<file path="src/rtl/rsa_req_arbiter.sv">
// Round-robin arbiter sharing one RSA modexp engine between NREQ requesters, one job in flight.
// Accept->engine strobe 1 cycle, result->rsp_valid 1 cycle; a requester with an unconsumed result is not granted.
module rsa_req_arbiter #(
  parameter int NREQ    = 2,
  parameter int TIMEOUT = 4096,
  parameter int CNT_W   = 13
) (
  input  logic                 clk,
  input  logic                 reset,
  input  logic [NREQ-1:0]      req_valid,
  input  logic [32*NREQ-1:0]   req_data,
  output logic [NREQ-1:0]      req_ready,
  output logic [NREQ-1:0]      rsp_valid,
  output logic [32*NREQ-1:0]   rsp_data,
  output logic [NREQ-1:0]      rsp_err,
  input  logic [NREQ-1:0]      rsp_ready,
  input  logic                 core_ready,
  output logic                 core_in_vaild,
  output logic [31:0]          core_plaint,
  input  logic                 core_vaild,
  input  logic [31:0]          core_cipht,
  output logic                 busy,
  output logic [2:0]           owner
);

  localparam logic [1:0] IDLE  = 2'd0;
  localparam logic [1:0] ISSUE = 2'd1;
  localparam logic [1:0] WAIT  = 2'd2;
  localparam logic [1:0] DRAIN = 2'd3;

  logic [1:0]       state;
  logic [2:0]       rr_q;
  logic [2:0]       owner_q;
  logic [31:0]      job_q;
  logic [CNT_W-1:0] cnt_q;

  logic [NREQ-1:0]  eligible;
  logic [2:0]       pick;
  logic [31:0]      pick_data;
  logic             pick_vld;
  logic             grant;
  logic             timeout_hit;

  assign eligible = req_valid & ~rsp_valid;

  // Search starts one past the last grant and wraps, so each requester waits at most NREQ-1 jobs.
  always_comb begin
    pick      = '0;
    pick_vld  = 1'b0;
    pick_data = '0;
    for (int i = 0; i < NREQ; i++) begin
      for (int k = 0; k < NREQ; k++) begin
        if (!pick_vld && eligible[k] && (k == (int'(rr_q) + 1 + i) % NREQ)) begin
          pick_vld  = 1'b1;
          pick      = 3'(k);
          pick_data = req_data[32*k +: 32];
        end
      end
    end
  end

  assign grant = (state == IDLE) && core_ready && pick_vld;

  always_comb begin
    req_ready = '0;
    for (int k = 0; k < NREQ; k++) begin
      if (grant && (pick == 3'(k))) req_ready[k] = 1'b1;
    end
  end

  assign core_in_vaild = (state == ISSUE);
  assign core_plaint   = (state == ISSUE) ? job_q : 32'h0;
  assign busy          = (state != IDLE);
  assign owner         = owner_q;
  assign timeout_hit   = (cnt_q == CNT_W'(TIMEOUT - 1));

  always_ff @(posedge clk) begin
    if (!reset) begin
      state     <= IDLE;
      rr_q      <= 3'(NREQ - 1);
      owner_q   <= '0;
      job_q     <= '0;
      cnt_q     <= '0;
      rsp_valid <= '0;
      rsp_data  <= '0;
      rsp_err   <= '0;
    end else begin
      // Consumption first; a capture below targets the owner, whose slot is known to be empty.
      rsp_valid <= rsp_valid & ~rsp_ready;
      case (state)
        IDLE: begin
          if (grant) begin
            job_q   <= pick_data;
            owner_q <= pick;
            rr_q    <= pick;
            state   <= ISSUE;
          end
        end
        ISSUE: begin
          cnt_q <= '0;
          state <= WAIT;
        end
        WAIT: begin
          cnt_q <= cnt_q + CNT_W'(1);
          if (core_vaild) begin
            for (int k = 0; k < NREQ; k++) begin
              if (owner_q == 3'(k)) begin
                rsp_valid[k]          <= 1'b1;
                rsp_data[32*k +: 32]  <= core_cipht;
                rsp_err[k]            <= 1'b0;
              end
            end
            state <= IDLE;
          end else if (timeout_hit) begin
            for (int k = 0; k < NREQ; k++) begin
              if (owner_q == 3'(k)) begin
                rsp_valid[k]          <= 1'b1;
                rsp_data[32*k +: 32]  <= 32'h0;
                rsp_err[k]            <= 1'b1;
              end
            end
            state <= DRAIN;
          end
        end
        DRAIN: begin
          // A stale engine result arriving here is dropped; leave once the engine is idle again.
          if (core_ready) state <= IDLE;
        end
        default: state <= IDLE;
      endcase
    end
  end

endmodule

</file>
<file path="config.mk">
export PLATFORM = sky130hd
export DESIGN_NAME = rsa_req_arbiter
export DESIGN_NICKNAME = d
export VERILOG_FILES = /design/src/rtl/rsa_req_arbiter.sv
export SDC_FILE = /design/constraint.sdc
export NUM_CORES = 1
export LEC_CHECK = 0
export ABC_AREA = 1
export ABC_CLOCK_PERIOD_IN_PS = 2400
export BUFFER_PORTS_ARGS = -buffer_cell sky130_fd_sc_hd__buf_2
export CORE_ASPECT_RATIO = 0.9
export CORE_MARGIN = 1
export CORE_UTILIZATION = 50
export DETAILED_ROUTE_END_ITERATION = 10
export PLACE_DENSITY_LB_ADDON = 0.15
export SYNTH_ARGS = -nofsm -noshare
export SYNTH_HDL_FRONTEND = slang
export SYNTH_SLANG_ARGS = --single-unit
</file>
<file path="constraint.sdc">
create_clock -name clk -period 2.4 [get_ports clk]
set_clock_uncertainty 0.1 [all_clocks]
set_input_delay 0.12 -clock clk [delete_from_list [all_inputs] [get_ports clk]]
set_output_delay 0.12 -clock clk [all_outputs]
set_load 0.05 [all_outputs]
</file>
**Word level (Yosys, flattened, before mapping)**

Index checks and enable logic that the tools add are counted.

- Flip-flop bits (word level): 119
- Input port bits: 104
- Output and inout port bits: 107
- Logic and storage cells: 93

- $add $sub $neg: 3
- Equality and inequality tests: 11
- Muxes and demuxes: 37
- Bitwise gates (word level): 6
- Reduce and logical (&&, ||, !) cells: 26

Operators with widths:

| kind | number |
|---|---|
| $mux 32 | 9 |
| $mux 64 | 2 |
| $logic_not 32->1 | 2 |
| $pmux 13 s2 | 1 |
| $mux 2 | 9 |
| $add 13x1->13 const B | 1 |
| $eq 13x12->1 const B | 1 |
| $mux 1 | 13 |
| $logic_and 1x1->1 | 11 |
| $reduce_and 3->1 | 3 |
| $pmux 2 s4 | 1 |
| $eq 3x1->1 const B | 2 |
| $logic_not 3->1 | 2 |
| $mux 3 | 2 |
| $reduce_bool 2->1 | 3 |
| $and 2x2->2 | 2 |
| $eq 2x2->1 const A | 2 |
| $eq 2x2->1 const B | 2 |
| $ne 2x2->1 const B | 2 |
| $not 2->2 | 2 |
| $logic_not 1->1 | 3 |
| $ne 3x3->1 const B | 1 |
| $add 1x1->1 const B | 2 |
| $and 1x1->1 const A | 2 |
| other kinds (3) | 3 |

**Depth between registers and ports, before layout**

- Word-level depth: 20
- Depth in mapped cells: 12
- Gate-level depth less buffers: 10

**Least setup slack after synthesis**

OpenSTA, ideal clock, no wires.

- Path type: reg-to-reg
- Start: reg rsp_valid[0]
- End: reg job_q[10]
- Library setup time: 0.057 ns
- Arrival time: 1.804 ns
- Required time: 2.243 ns
- Setup slack: 0.439 ns
- Cell stages (with the launch flop): 10
- Path buffers: 1
- Period minus slack after synthesis: 1.961 ns
- Cells stage by stage: dfxtp_1 -> inv_1 -> nand3_1 -> nand2_1 -> nor2_1 -> buf_2 -> nand2_1 -> nand3_1 -> nand2_1 -> inv_1

- Longest elaborated chain between the ends: 18
- Elaborated cells between the ends (all ways): 22
- Classes of those cells: mux: 8; bitwise: 2; reduce/logical: 12

Ends and longest elaborated chain:

| element | RTL line | RTL |
|---|---|---|
| from (decl) | 13 | `output logic [NREQ-1:0] rsp_valid,` |
| from (signal assigned) | 89 | `rsp_valid <= rsp_valid & ~rsp_ready;` |
| $not 2->2 (*) | 44 | `assign eligible = req_valid & ~rsp_valid;` |
| $and 2x2->2 (*) | 44 |  |
| $logic_and 1x1->1 | 53 | `if (!pick_vld && eligible[k] && (k == (int'(rr_q) + 1 + i) % NREQ)) begin` |
| $mux 1 | 53 |  |
| $logic_not 1->1 | 53 |  |
| $logic_and 1x1->1 (2 in a row) | 53 |  |
| $mux 1 | 53 |  |
| $logic_not 1->1 | 53 |  |
| $logic_and 1x1->1 (2 in a row) | 53 |  |
| $mux 1 | 53 |  |
| $logic_not 1->1 | 53 |  |
| $logic_and 1x1->1 (2 in a row) | 53 |  |
| $mux 1 | 53 |  |
| $logic_and 1x1->1 | 62 | `assign grant = (state == IDLE) && core_ready && pick_vld;` |
| $reduce_and 2->1 (no line) | n/a |  |
| to (signal assigned) | 93 | `job_q <= pick_data;` |
| to (decl) | 34 | `logic [31:0] job_q;` |

Mark *: on every way between the ends. The rest lies on a longest branch, timed or not.
A chain may end at the register's enable or synchronous reset.

**Final worst setup path**

- Start: reg state[0]
- End: reg job_q[19]

- Longest elaborated chain between the ends: 4

Ends and longest elaborated chain:

| element | RTL line | RTL |
|---|---|---|
| from (decl) | 31 | `logic [1:0] state;` |
| from (signal assigned) | 79 | `state <= IDLE;` |
| from (signal assigned) | 96 | `state <= ISSUE;` |
| from (signal assigned) | 101 | `state <= WAIT;` |
| $logic_not 2->1 (*) | 62, 90 |  |
| $logic_and 1x1->1 (2 in a row) | 62 |  |
| $reduce_and 2->1 (no line) (*) | n/a |  |

Marks and branches as above.

==> flow_summary_export.csv <==
group,metric,value,unit
yosys,yosysSeqAreaShare,0.395,
routing,drt_first_iter_violations,571,
yosys,synth.area.top_cells,"dfxtp_1 40%, nand2_1 23%, inv_1 12%, nor2_1 6.6%, nand3_1 3.1%",
routing,wirelength,17.9,mm
yosys,synth_compound_area_frac,0.0255,
setup_path,critical_path.cell_chain,"inv_1 > ha_2 > nand2_1 > inv_1 > nand2_2 > nor2_4 > buf_12 > nand2_1 > nand3_1 > dlygate4sd3_1 > nand2_1 > inv_1",
cts,cts.clk_slew.worst_paths,50,ps
setup_path,path_max_fanout,17,
sta,fmax,444,MHz
yosys,ys_seq_elements,117,
finish,layoutNonFillerInstCount,1415,
grt,overflow,0,
place,io_buffers,208,
hold_path,min_to,"rsp_data[56]$_SDFFE_PN0P_",
floorplanning,core.rowCount,37,
cts,cts-root-buf,"clkbuf_16",
finish,nets,1356,
finish,multi_input_comb_area,2580,um^2
sta,tightest_slew,554,ps
routing,drtAntennaViolNets,0,
setup_path,path_class,"flop to flop",
grt,grt_first_pass_wirelength,29.0,mm
cts,cts_buffers,17,
routing,first_pass_iters,5,
routing,via_per_inst,4.70,
yosys,synthArstFlopShare,0,
run_status,status,"finished clean",
grt,grt_pass1_vias,6548,
sta,rsz0062_at_grt,"false",
yosys,synth_edf_count,0,
grt,grt_max_degree,58,
sta,setup-violations-final,0,
sta,slew_headroom,0.631,
setup_path,worstPathArrival,2460,ps
sta,final-hold-violation-count,0,
finish,finalInstanceArea,8760,um^2
place,place_congestion,0.872,
yosys,postSynthCellCount,955,
grt,grt.total_usage,0.298,
sta,post-route-period-util,0.938,
hold_path,min_from,"core_cipht[24]",
yosys,netlist_area,5930,um^2
yosys,yosys_warnings,0,
floorplanning,initial_core_util,0.516,
floorplanning,design.core.area,11500,um^2
finish,fillers,873,
power,max-vdd-ir-drop,580,uV
yosys,netlist.area_leader.share,0.395,
cts,clkSinkCount,117,
cts,cts.htree.levels,4,
cts,cts_tree,"done",
floorplanning,die_height,105,um
setup_path,worst-r2r-cell-count,12,
sta,period_needed,2250,ps
finish,regArea,2340,um^2
floorplanning,dieArea,12300,um^2
yosys,yosysTopAreaCell,"dfxtp_1",
cts,clk_latency,410,ps
yosys,synth_fa_ha_area_frac,0.0127,
power,p_leak,0.00522,uW
place,place_area,7020,um^2
floorplanning,die_w,117,um
setup_path,end_kind,"flop",
setup_path,regToRegSetupSlack,150,ps
yosys,synthXorXnorAreaFrac,0.00148,
place,preCtsSetupSlack,446,ps
grt,antenna_found_initial,0,
yosys,synthMuxAreaShare,0,
setup_path,slowest_stage,"dlygate4sd3_1",
yosys,syn_area_per_cell,6.20,um^2
setup_path,start_kind,"flop",
yosys,yosys.area_share.simple,0.393,
sta,final.setup.worst_slack,148,ps
floorplanning,io_pins,211,
yosys,synth_cell_type_count,31,
setup_path,required,2610,ps
sta,slew_violations,0,
hold_path,min_path_type,"input pin to flop",
routing,drcViolationCount,0,
setup_path,rr_endpoint,"job_q[19]$_SDFFE_PN0P_",
finish,drive_gt1_frac,0.230,
power,powerDensity,893,nW/um^2
setup_path,timing.rr.start,"state[0]$_SDFFE_PN0P_",
yosys,synth_top_family_by_area,"simple AND/OR/NAND/NOR gates",
sta,fin_setup_tns,0,ps
finish,area_growth,47.8,%
hold_path,whs_path_depth,5,
routing,num_vias,6648,
place,dpl.cell_count,1282,
job,maxCapViolCount,0,
cts,ctsLongestPathBuffers,2,
place,dp_hpwl,10.3,mm
routing,avgRoutedWirePerCell,12.6,um
setup_path,cpPeakStageDelay,570,ps
finish,num_antenna_cells,0,
yosys,synth_ff_type,"dfxtp_1",
[worst max path at each step]
| stage | from | to | slack (ps) |
|---|---|---|---|
| floorplan | rsp_valid[0]$_SDFF_PN0_ | job_q[10]$_SDFFE_PN0P_ | 440 |
| global placement | state[1]$_SDFFE_PN0P_ | job_q[3]$_SDFFE_PN0P_ | 490 |
| detailed placement | state[1]$_SDFFE_PN0P_ | job_q[2]$_SDFFE_PN0P_ | 450 |
| CTS | state[0]$_SDFFE_PN0P_ | job_q[17]$_SDFFE_PN0P_ | 20 |
| global route | state[1]$_SDFFE_PN0P_ | job_q[19]$_SDFFE_PN0P_ | 4 |
| finish | state[0]$_SDFFE_PN0P_ | job_q[19]$_SDFFE_PN0P_ | 150 |
[sequential cells by signal (all words and copies together) (netlist names)]
name / count
cnt_q: 13
rsp_data: 64
state: 2
job_q: 32
rsp_valid: 2
owner: 1
rsp_err: 2
rr_q: 1
[cells in the final DEF, fill, tap and decap left out, drive strengths merged]
master | Yosys | routed
nand2 | 359 | 359
buf | 26 | 224
inv | 197 | 197
nor2 | 124 | 124
dfxtp | 117 | 117
dlygate4sd3 | 0 | 96
nand3 | 40 | 40
nand4 | 29 | 29
clkbuf | 24 | 23
a21oi | 13 | 13
o21ai | 8 | 8
bufinv | 0 | 7
ha | 6 | 6
nor3 | 5 | 5
clkinv | 0 | 3
or2 | 2 | 2
conb | 1 | 2
o31ai | 1 | 1
a2bb2oi | 1 | 1
xor2 | 1 | 1
a211oi | 1 | 1
[metal layers]
layer | routed length (um) | part of all wire | global-route usage | vias to the layer above
li1 | - | - | - | 3365
met1 | 7450 | 0.42 | 0.353 | 2918
met2 | 8510 | 0.48 | 0.498 | 306
met3 | 1330 | 0.075 | 0.0799 | 59
met4 | 582 | 0.033 | 0.140 | 0
met5 | 0 | 0 | 0 | -
[logic make-up (layout without fill, tap and decap cells)]
group,count (synthesis),count (layout)
DFF,117,117
AOI/OAI and AO/OA,24,24
adders and majority gates,6,6
and+or+nand+nor,559,559
xor gates and xnor gates,1,1
other,1,2
buffers and inverters,247,550
[power by group]
part | internal (uW) | switching [uW] | leakage [uW] | total [uW]
clock | 2070 | 866 | 0.000332 | 2940
combinational | 822 | 1740 | 0.00394 | 2560
sequential | 2180 | 144 | 0.000949 | 2320
total | 5070 | 2750 | 0.00522 | 7820
[critical path, delay by kind of cell, from the launching register on]
family,cells,cell delay [ps]
buf+inv,5,910
simple gates,6,520
flops,1,410
fa+ha+maj,1,200
[area by class of cell]
cell class | instances | share of cell area
Clock buffer | 22 | 0.0518
Clock inverter | 10 | 0.0257
Inverter | 197 | 0.0844
Multi-Input combinational cell | 592 | 0.295
Sequential cell | 117 | 0.267
Tap cell | 156 | 0.0223
Timing Repair Buffer | 321 | 0.254
[per-stage QoR]
step,total power [uW],hold slack (ps),util
after floorplan,4040,180,-
after global placement,4550,302,0.611
after detailed placement,4570,294,0.611
after CTS,7710,0.704,0.754
after global routing,8200,19.0,0.763
final,7820,11.0,0.763
[synthesized netlist by cell type (2+ instances only)]
cell and n:
buf_4 4, o21ai_0 7, nor3_1 5, inv_1 195, nand4_1 29, nand3_1 37, buf_6 8, nor2_2 19
inv_2 2, a21oi_1 10, dfxtp_1 117, nand3_4 2, nor2_1 104, ha_1 6, buf_1 2, or2_2 2
nand2_1 357, clkbuf_1 24, buf_2 12, a21oi_2 2
[what timing repair did]
item | 4_1_cts | 5_1_grt
hold endpoints to repair | 82 | 0
hold buffers | 96 | 0
endpoints found under the setup margin | 0 | 15
setup buffers | 0 | 4
gates resized for setup | 0 | 9
Power figures use the tool's default switching activity.
